--- config.mk ---
export PLATFORM = sky130hd
export DESIGN_NAME = or_accum
export DESIGN_NICKNAME = d
export VERILOG_FILES = /design/src/rtl/or_accum.sv
export SDC_FILE = /design/constraint.sdc
export NUM_CORES = 1
export LEC_CHECK = 0
export BUFFER_PORTS_ARGS = -buffer_cell sky130_fd_sc_hd__buf_2
export CORE_MARGIN = 2
export CORE_UTILIZATION = 42
export DETAILED_ROUTE_END_ITERATION = 8
export GPL_TIMING_DRIVEN = 0
export HOLD_SLACK_MARGIN = 0.1
export PLACE_DENSITY_LB_ADDON = 0.05
export SLEW_MARGIN = 30
export SYNTH_ARGS = -nofsm -noshare
export SYNTH_HDL_FRONTEND = slang
export SYNTH_SLANG_ARGS = --single-unit
export TNS_END_PERCENT = 30
--- constraint.sdc ---
create_clock -name clk -period 2.43 [get_ports clk]
set_clock_uncertainty 0.2 [all_clocks]
set_input_delay 0.1215 -clock clk [delete_from_list [all_inputs] [get_ports clk]]
set_output_delay 0.1215 -clock clk [all_outputs]
set_load 0.01 [all_outputs]
--- src/rtl/or_accum.sv ---
`default_nettype none
// ============================================================================
//  Module      : or_accum
//  Description : Frame-based bitwise reduction. Folds up to FRAME_LEN samples
//                with OR into one result and presents it through a
//                valid/ready handshake. A flush closes a non-empty frame
//                early. Defining OR_ACCUM_AND_EN adds a per-frame 'mode'
//                input: mode=1 selects AND reduction for that frame.
//  Revision    : 1.0 - initial release
// ============================================================================
module or_accum #(
    parameter int WIDTH     = 8,
    parameter int FRAME_LEN = 4
) (
    input  logic             clk,
    input  logic             rst,
    input  logic             in_valid,
    input  logic [WIDTH-1:0] in_data,
    output logic             in_ready,
    input  logic             flush,
`ifdef OR_ACCUM_AND_EN
    input  logic             mode,
`endif
    output logic             out_valid,
    input  logic             out_ready,
    output logic [WIDTH-1:0] out_data,
    output logic             out_any,
    output logic [7:0]       out_count
);

    typedef enum logic [0:0] {
        ST_ACC  = 1'b0,
        ST_HOLD = 1'b1
    } state_t;

    localparam logic [7:0] C_FRAME_LEN = 8'(FRAME_LEN);

    state_t           r_state;
    state_t           w_state_nxt;
    logic             r_live;
    logic [WIDTH-1:0] r_acc;
    logic [WIDTH-1:0] w_acc_nxt;
    logic [7:0]       r_cnt;
    logic [7:0]       w_cnt_nxt;
    logic [7:0]       w_cnt_inc;
    logic [WIDTH-1:0] r_out_data;
    logic [WIDTH-1:0] w_out_data_nxt;
    logic [7:0]       r_out_count;
    logic [7:0]       w_out_count_nxt;
    logic             w_accept;
    logic             w_and_sel;
    logic [WIDTH-1:0] w_fold;

    // r_live holds in_ready low until the first edge after reset release
    assign in_ready  = (r_state == ST_ACC) && r_live && !rst;
    assign out_valid = (r_state == ST_HOLD);
    assign out_data  = r_out_data;
    assign out_count = r_out_count;
    assign out_any   = |r_out_data;

    assign w_accept  = in_valid && in_ready;
    assign w_cnt_inc = r_cnt + 8'd1;

`ifdef OR_ACCUM_AND_EN
    logic r_mode;

    // The first sample of a frame takes mode straight from the port;
    // later samples use the copy latched with that first sample.
    assign w_and_sel = (r_cnt == 8'd0) ? mode : r_mode;

    // Latch the reduction mode alongside the first sample of each frame
    always_ff @(posedge clk or posedge rst) begin
        if (rst) begin
            r_mode <= 1'b0;
        end else if (w_accept && (r_cnt == 8'd0)) begin
            r_mode <= mode;
        end
    end
`else
    assign w_and_sel = 1'b0;
`endif

    assign w_fold = w_and_sel ? (r_acc & in_data) : (r_acc | in_data);

    // Next-state, accumulator and result-capture logic
    always_comb begin
        w_state_nxt     = r_state;
        w_acc_nxt       = r_acc;
        w_cnt_nxt       = r_cnt;
        w_out_data_nxt  = r_out_data;
        w_out_count_nxt = r_out_count;
        case (r_state)
            ST_ACC: begin
                if (w_accept) begin
                    w_acc_nxt = (r_cnt == 8'd0) ? in_data : w_fold;
                    w_cnt_nxt = w_cnt_inc;
                end
                // Close on a full frame, or on flush when the frame is
                // non-empty (counting a sample accepted this same edge).
                if ((w_accept && (w_cnt_inc == C_FRAME_LEN)) ||
                    (flush && ((r_cnt != 8'd0) || w_accept))) begin
                    w_out_data_nxt  = w_acc_nxt;
                    w_out_count_nxt = w_cnt_nxt;
                    w_state_nxt     = ST_HOLD;
                end
            end
            ST_HOLD: begin
                if (out_ready) begin
                    w_state_nxt = ST_ACC;
                    w_acc_nxt   = '0;
                    w_cnt_nxt   = 8'd0;
                end
            end
            default: begin
                w_state_nxt = ST_ACC;
            end
        endcase
    end

    // State and datapath registers; reset discards any partial or pending frame
    always_ff @(posedge clk or posedge rst) begin
        if (rst) begin
            r_state     <= ST_ACC;
            r_live      <= 1'b0;
            r_acc       <= '0;
            r_cnt       <= 8'd0;
            r_out_data  <= '0;
            r_out_count <= 8'd0;
        end else begin
            r_state     <= w_state_nxt;
            r_live      <= 1'b1;
            r_acc       <= w_acc_nxt;
            r_cnt       <= w_cnt_nxt;
            r_out_data  <= w_out_data_nxt;
            r_out_count <= w_out_count_nxt;
        end
    end

endmodule
`default_nettype wire

==> metrics.yaml, run 1 <==
yosys:
  synth_fp_nets: 165
  netlist_area_sq_mm: 0.001623
  synthDistinctLibCells: 37
  yosysWarningCount: 0
  syn_inst: 150
  synth.avg_cell_area_sq_um: 10.82
  ys_ff_latch: 34
  synth_top_area_share: 0.5243
  yosys.area.top_type: "dfrtp_1"
  seq_area_frac_synth: 0.5243
  synth.area.top_cells: "dfrtp_1 (52%), mux2_1 (6.2%), nand2_1 (5.1%), a22o_1 (3.8%), mux2i_1 (3.1%)"
global_routing:
  grt_pass1_wl_um: 6272
  first_global_vias: 1337
  overflow: 0
  grt.total_usage: 0.1934
  antenna_found_initial: 0
  grt_max_degree: 36
cells_and_area:
  multi_input_area_sq_um: 770.7
  fillerInstances: 341
  mostFrequentLayoutCells: "dfrtp_1 (34), buf_2 (33), nand2_1 (22)"
  syn2layout_area_growth_pct: 35.39
  drive_above_1_share: 0.3125
  n_antenna_cell: 0
  regArea_sq_um: 850.8
  utilization: 0.5957
  fin_cells: 256
  design_area_sq_mm: 0.002197
  final_common_cell: "dfrtp_1"
  finalNetCount: 222
timing:
  setup_viol: 12
  tightest_slew_ps: 707.1
  finalMaxSlewViolations: 0
  slew_headroom: 0.5279
  finalCriticalPeriod_ps: 2486
  timing.final.crit_share: 1.023
  hold_viol: 0
  max_freq_ghz: 0.4023
  rsz0062_at_grt: "true"
  final.setup.worst_slack_ps: -55.77
die:
  start_util: 0.4400
  ios: 32
  num_rows: 22
  die_y_um: 66.16
  core_sq_mm: 0.003689
  die_area_sq_mm: 0.004377
  die_w_um: 66.16
setup_path:
  cpPeakStageDelay_ps: 420
  worst_ep_required_time_ps: 2400
  cp_cell_sequence: "ha_4 > or3_4 > a2111oi_4 > o2111ai_2 > a21oi_4 > buf_8 > mux2_1"
  worstPathArrival_ps: 2460
  crit_start: "r_cnt[1]"
  crit_type: "flip-flop to flip-flop"
  ff2ff_setup_slack_ps: -60
  cp_max_fo: 8
  worstSetupStartpointType: "flip-flop"
  r2r_start: "r_cnt[1]"
  cp-end-kind: "flip-flop"
  crit_path_top_delay_cell: "dfrtp_1"
cts:
  cts_buffers: 5
  cts_tree: "done"
  cts.clk_slew.worst_paths_ps: 70
  htree_num_levels: 2
  cts.sinks: 34
  root_buffer: "clkbuf_8"
  cts.path.max_buffers: 2
  clk_latency_ps: 290
drt:
  vias: 1313
  ant_nets: 0
  finalWirelength_um: 3633
  drt_iter0_markers: 64
  dr.max_layer_used: "met4"
  drt_pass1_iterations: 4
  dr_wl_met3_um: 187
  wl_per_cell_um: 14.19
  drt-met1-wl_um: 1740
  drc: 0
  wl_met2_um: 1660
  vias_per_cell: 5.129
status:
  outcome: "finished, violations left"
  violations: "setup timing"
job:
  drv_cap: 0
hold_path:
  min_from: "out_count[2]"
  hp-class: "flip-flop to flip-flop"
pwr:
  p_leak_nw: 1.049
  powerDensity_mw_per_mm2: 920.8
  vdd_ir_drop_max_v: 0.0004141
  total_power_w: 0.002023
place:
  port-buffer-count: 31
  place_inst: 229
  place_area_sq_mm: 0.001847
  dp_hpwl_um: 2417
  routabilityCongestion: 0.8008
[worst max-delay path: cells and delay by family (launching register included)]
family                   cells  cell delay [ps]
multiplexers                 1              320
adder cells (fa/ha/maj)      1              180
AND/OR/NAND/NOR              1              330
AO/OA/AOI/OAI                3              740
buffers and inverters        1              170
flip-flops                   1              420
[power breakdown]
part / switching, W / total (W) / internal [W]
sequential: 0.0000799 / 0.000772 / 0.000692
clock: 0.000207 / 0.000508 / 0.000302
combinational: 0.000404 / 0.000743 / 0.000339
[repair_timing]
action | CTS | global route
gates cloned | 0 | 0
hold buffers | 11 | 0
pin swaps | 3 | 2
endpoints found under the hold margin | 51 | 0
endpoints found under the setup margin | 21 | 26
resized for setup | 12 | 2
buffers inserted | 8 | 1
[metal layers]
metal,GRT usage,up-vias
li1,-,649
met1,0.2557,622
met2,0.3050,36
met3,0.05622,6
met4,0.06122,0
met5,0,-
[per-stage QoR]
step	hold slack, ps	TNS [ps]	worst slack (ps)
floorplan	68.78	-430.0	-71.66
global placement	257.2	-2374	-256.2
detailed placement	101.6	-2906	-305.0
CTS	285.8	-882.8	-93.35
global route	319.6	-1691	-139.5
finish	279.3	-375.5	-55.77
[cell usage after synthesis]
library cell / instances
a21boi_0: 1
and4_1: 1
o22ai_1: 4
nand2_1: 22
clkinv_1: 1
o2111ai_1: 1
xnor2_1: 5
a22o_1: 7
a2111oi_2: 1
mux2_1: 9
nor4_1: 2
clkbuf_1: 3
nand3_1: 6
o21ai_1: 3
nor3_1: 2
o2bb2ai_1: 1
o21ai_0: 7
ha_1: 2
nand4_1: 4
a22oi_1: 2
buf_1: 1
conb_1: 1
or2_1: 1
and3_1: 2
and2_1: 1
xor2_1: 2
a21oi_1: 1
mux2_2: 3
or3_1: 1
dfrtp_1: 34
inv_1: 7
a21oi_4: 1
buf_2: 2
nor4bb_1: 1
buf_6: 1
mux2i_1: 5
nor2_1: 2
[worst paths after layout]
kind                       cells after the start      endpoint
min reg2reg                                    1  out_count[2]
max                                            7   out_data[4]
max reg2reg                                    7   out_data[4]
max in group asynchronous                      3  out_count[2]
min in group asynchronous                      3        r_live
min                                            1  out_count[2]
[cell type report]
type | instances | area share
timing repair buffer | 51 | 0.1532
multi-input combinational | 101 | 0.3508
clock buffer | 5 | 0.03132
sequential | 34 | 0.3872
buffer | 6 | 0.01822
inverter | 8 | 0.01367
clock inverter | 3 | 0.01822
tap | 48 | 0.02733
[sequential cells by signal, summed over array words and instances, names as in the netlist]
signal     count
out_count      8
out_data       8
r_live         1
out_valid      1
r_cnt          8
r_acc          8
[logic make-up after synthesis]
kind of cell | share of synthesized area
AND/OR/NAND/NOR | 0.1342
flip-flops | 0.5243
AO/OA/AOI/OAI | 0.1311
multiplexers | 0.1141
buffers and inverters | 0.04086
XOR/XNOR | 0.03778
adder cells (fa/ha/maj) | 0.01542
other | 0.002311
Power figures use the tool's default switching activity.
==> inputs of run 2 (changes only) <==
==> constraint.sdc (replaced) <==
create_clock -name clk -period 2.7 [get_ports clk]
set_clock_uncertainty 0.2 [all_clocks]
set_input_delay 0.135 -clock clk [delete_from_list [all_inputs] [get_ports clk]]
set_output_delay 0.135 -clock clk [all_outputs]
set_load 0.005 [all_outputs]
==> metrics.yaml, run 2 (synthesis gave the netlist of run 1 again) <==
setup_path:
  worstPathArrival_ps: 2610
  worstSetupStartpointType: "flip-flop"
  rr_endpoint: "out_count[6]"
  crit_path_top_delay_cell: "dfrtp_1"
  ff2ff_path_depth: 7
  crit_type: "flip-flop to flip-flop"
  critical_path.endpoint: "out_count[6]"
  cp_max_fo: 5
  ff2ff_setup_slack_ps: 60
  worst_ep_required_time_ps: 2670
  cp_cell_sequence: "ha_2 > or3_1 > a2111oi_2 > o2111ai_2 > a21oi_4 > buf_4 > mux2_2"
  crit_start: "r_cnt[0]"
  r2r_start: "r_cnt[0]"
  cpPeakStageDelay_ps: 420
  cp-end-kind: "flip-flop"
drt:
  drc: 0
  finalWirelength_um: 3614
  drt_pass1_iterations: 4
  wl_per_cell_um: 14.51
  vias_per_cell: 5.249
  vias: 1307
  drt_iter0_markers: 40
  ant_nets: 0
die:
  num_rows: 22
  die_area_sq_mm: 0.004377
  die_w_um: 66.16
  ios: 32
  core_sq_mm: 0.003689
  die_y_um: 66.16
  start_util: 0.4400
pwr:
  switchingPower_w: 0.0005576
  pwr-share-clk: 0.226
  comb_power_share: 0.347
  intPower_w: 0.001078
  vdd_ir_drop_max_v: 0.0005058
  seq_power_share: 0.427
  powerDensity_mw_per_mm2: 791.6
  swShare: 0.3410
  p_leak_nw: 0.9954
timing:
  rsz0062_at_grt: "false"
  finalSetupTns_ps: 0
  timing.final.crit_share: 0.9768
  finalCriticalPeriod_ps: 2637
  max_freq_ghz: 0.3792
  slew_headroom: 0.5209
  hold_viol: 0
  final.setup.worst_slack_ps: 62.62
  setup_viol: 0
  tightest_slew_ps: 717.7
  finalMaxSlewViolations: 0
status:
  outcome: "finished clean"
global_routing:
  grt.total_usage: 0.1778
  first_global_vias: 1221
  overflow: 0
  grt_max_degree: 36
  antenna_found_initial: 0
  grt_pass1_wl_um: 5713
cts:
  cts.clk_slew.worst_paths_ps: 60
  cts_tree: "done"
  cts_buffers: 5
  htree_num_levels: 2
  cts.path.max_buffers: 2
  clk_latency_ps: 280
  cts.sinks: 34
  root_buffer: "clkbuf_8"
cells_and_area:
  mostFrequentLayoutCells: "dfrtp_1 (34), buf_2 (33), nand2_1 (22)"
  final_common_cell: "dfrtp_1"
  syn2layout_area_growth_pct: 27.29
  fin_cells: 249
  drive_above_1_share: 0.2537
  design_area_sq_mm: 0.002066
  n_antenna_cell: 0
  finalNetCount: 217
place:
  dp_hpwl_um: 2433
  routabilityCongestion: 0.7723
  port-buffer-count: 31
  place_area_sq_mm: 0.001838
  place_inst: 229
  pre_cts_slack_ps: -145.2
hold_path:
  hp-class: "flip-flop to flip-flop"
job:
  drv_cap: 0
[run 2: worst min path at each step]
stage,to,from,cells past startpoint,slack (ps)
3_5_place_dp,r_live,rst,2,110
3_3_place_gp,out_data[1],in_data[1],3,260
6_report,out_count[2],out_count[2],1,280
5_1_grt,out_count[4],out_count[4],1,300
2_1_floorplan,out_count[0],rst,1,80
4_1_cts,out_count[0],out_count[0],1,280
[run 2: power groups by stage]
stage / logic [W] / clock network [W] / registers [W]
2_1_floorplan: 0.000357 / 0 / 0.000698
3_3_place_gp: 0.000526 / 0 / 0.000699
3_5_place_dp: 0.000536 / 0 / 0.000706
4_1_cts: 0.000566 / 0.000380 / 0.000697
5_1_grt: 0.000636 / 0.000396 / 0.000715
6_report: 0.000567 / 0.000369 / 0.000699
[run 2: layout make-up]
class                      count  area [sq um]
sequential                    34         850.8
timing repair buffer          45         287.8
clock buffer                   6         82.58
inverter                       8         30.03
buffer                         7         40.04
multi-input combinational    101         714.4
fill                         365          1623
tap                           48         60.06
[run 2: timing repair]
| item | CTS | global route |
|---|---|---|
| hold buffers | 11 | 0 |
| endpoints found under the setup margin | 6 | 10 |
| pin swaps | 1 | 3 |
| resized for setup | 0 | 3 |
| hold endpoints to repair | 51 | 0 |
| buffers inserted | 2 | 1 |
[run 2: routing by layer]
metal | GRT usage | routed length, um
met5 | 0 | 0
met4 | 0.06122 | 41
met3 | 0.05111 | 155
met1 | 0.2239 | 1605
met2 | 0.2913 | 1812
[run 2: through the flow]
stage / util / power (W) / hold WS (ps)
5_1_grt: 0.5600 / 0.001747 / 301.2
3_5_place_dp: 0.4983 / 0.001243 / 111.5
6_report: 0.5600 / 0.001635 / 278.9
3_3_place_gp: 0.4983 / 0.001225 / 264.3
2_1_floorplan: - / 0.001055 / 82.28
4_1_cts: 0.5546 / 0.001644 / 284.8
[run 2: critical path, delay by kind of cell (launching register included)]
| family | cells | cell delay, ps |
|---|---|---|
| flops | 1 | 420 |
| mux | 1 | 330 |
| compound gates | 3 | 820 |
| fa+ha+maj | 1 | 230 |
| buf+inv | 1 | 180 |
| simple gates | 1 | 340 |
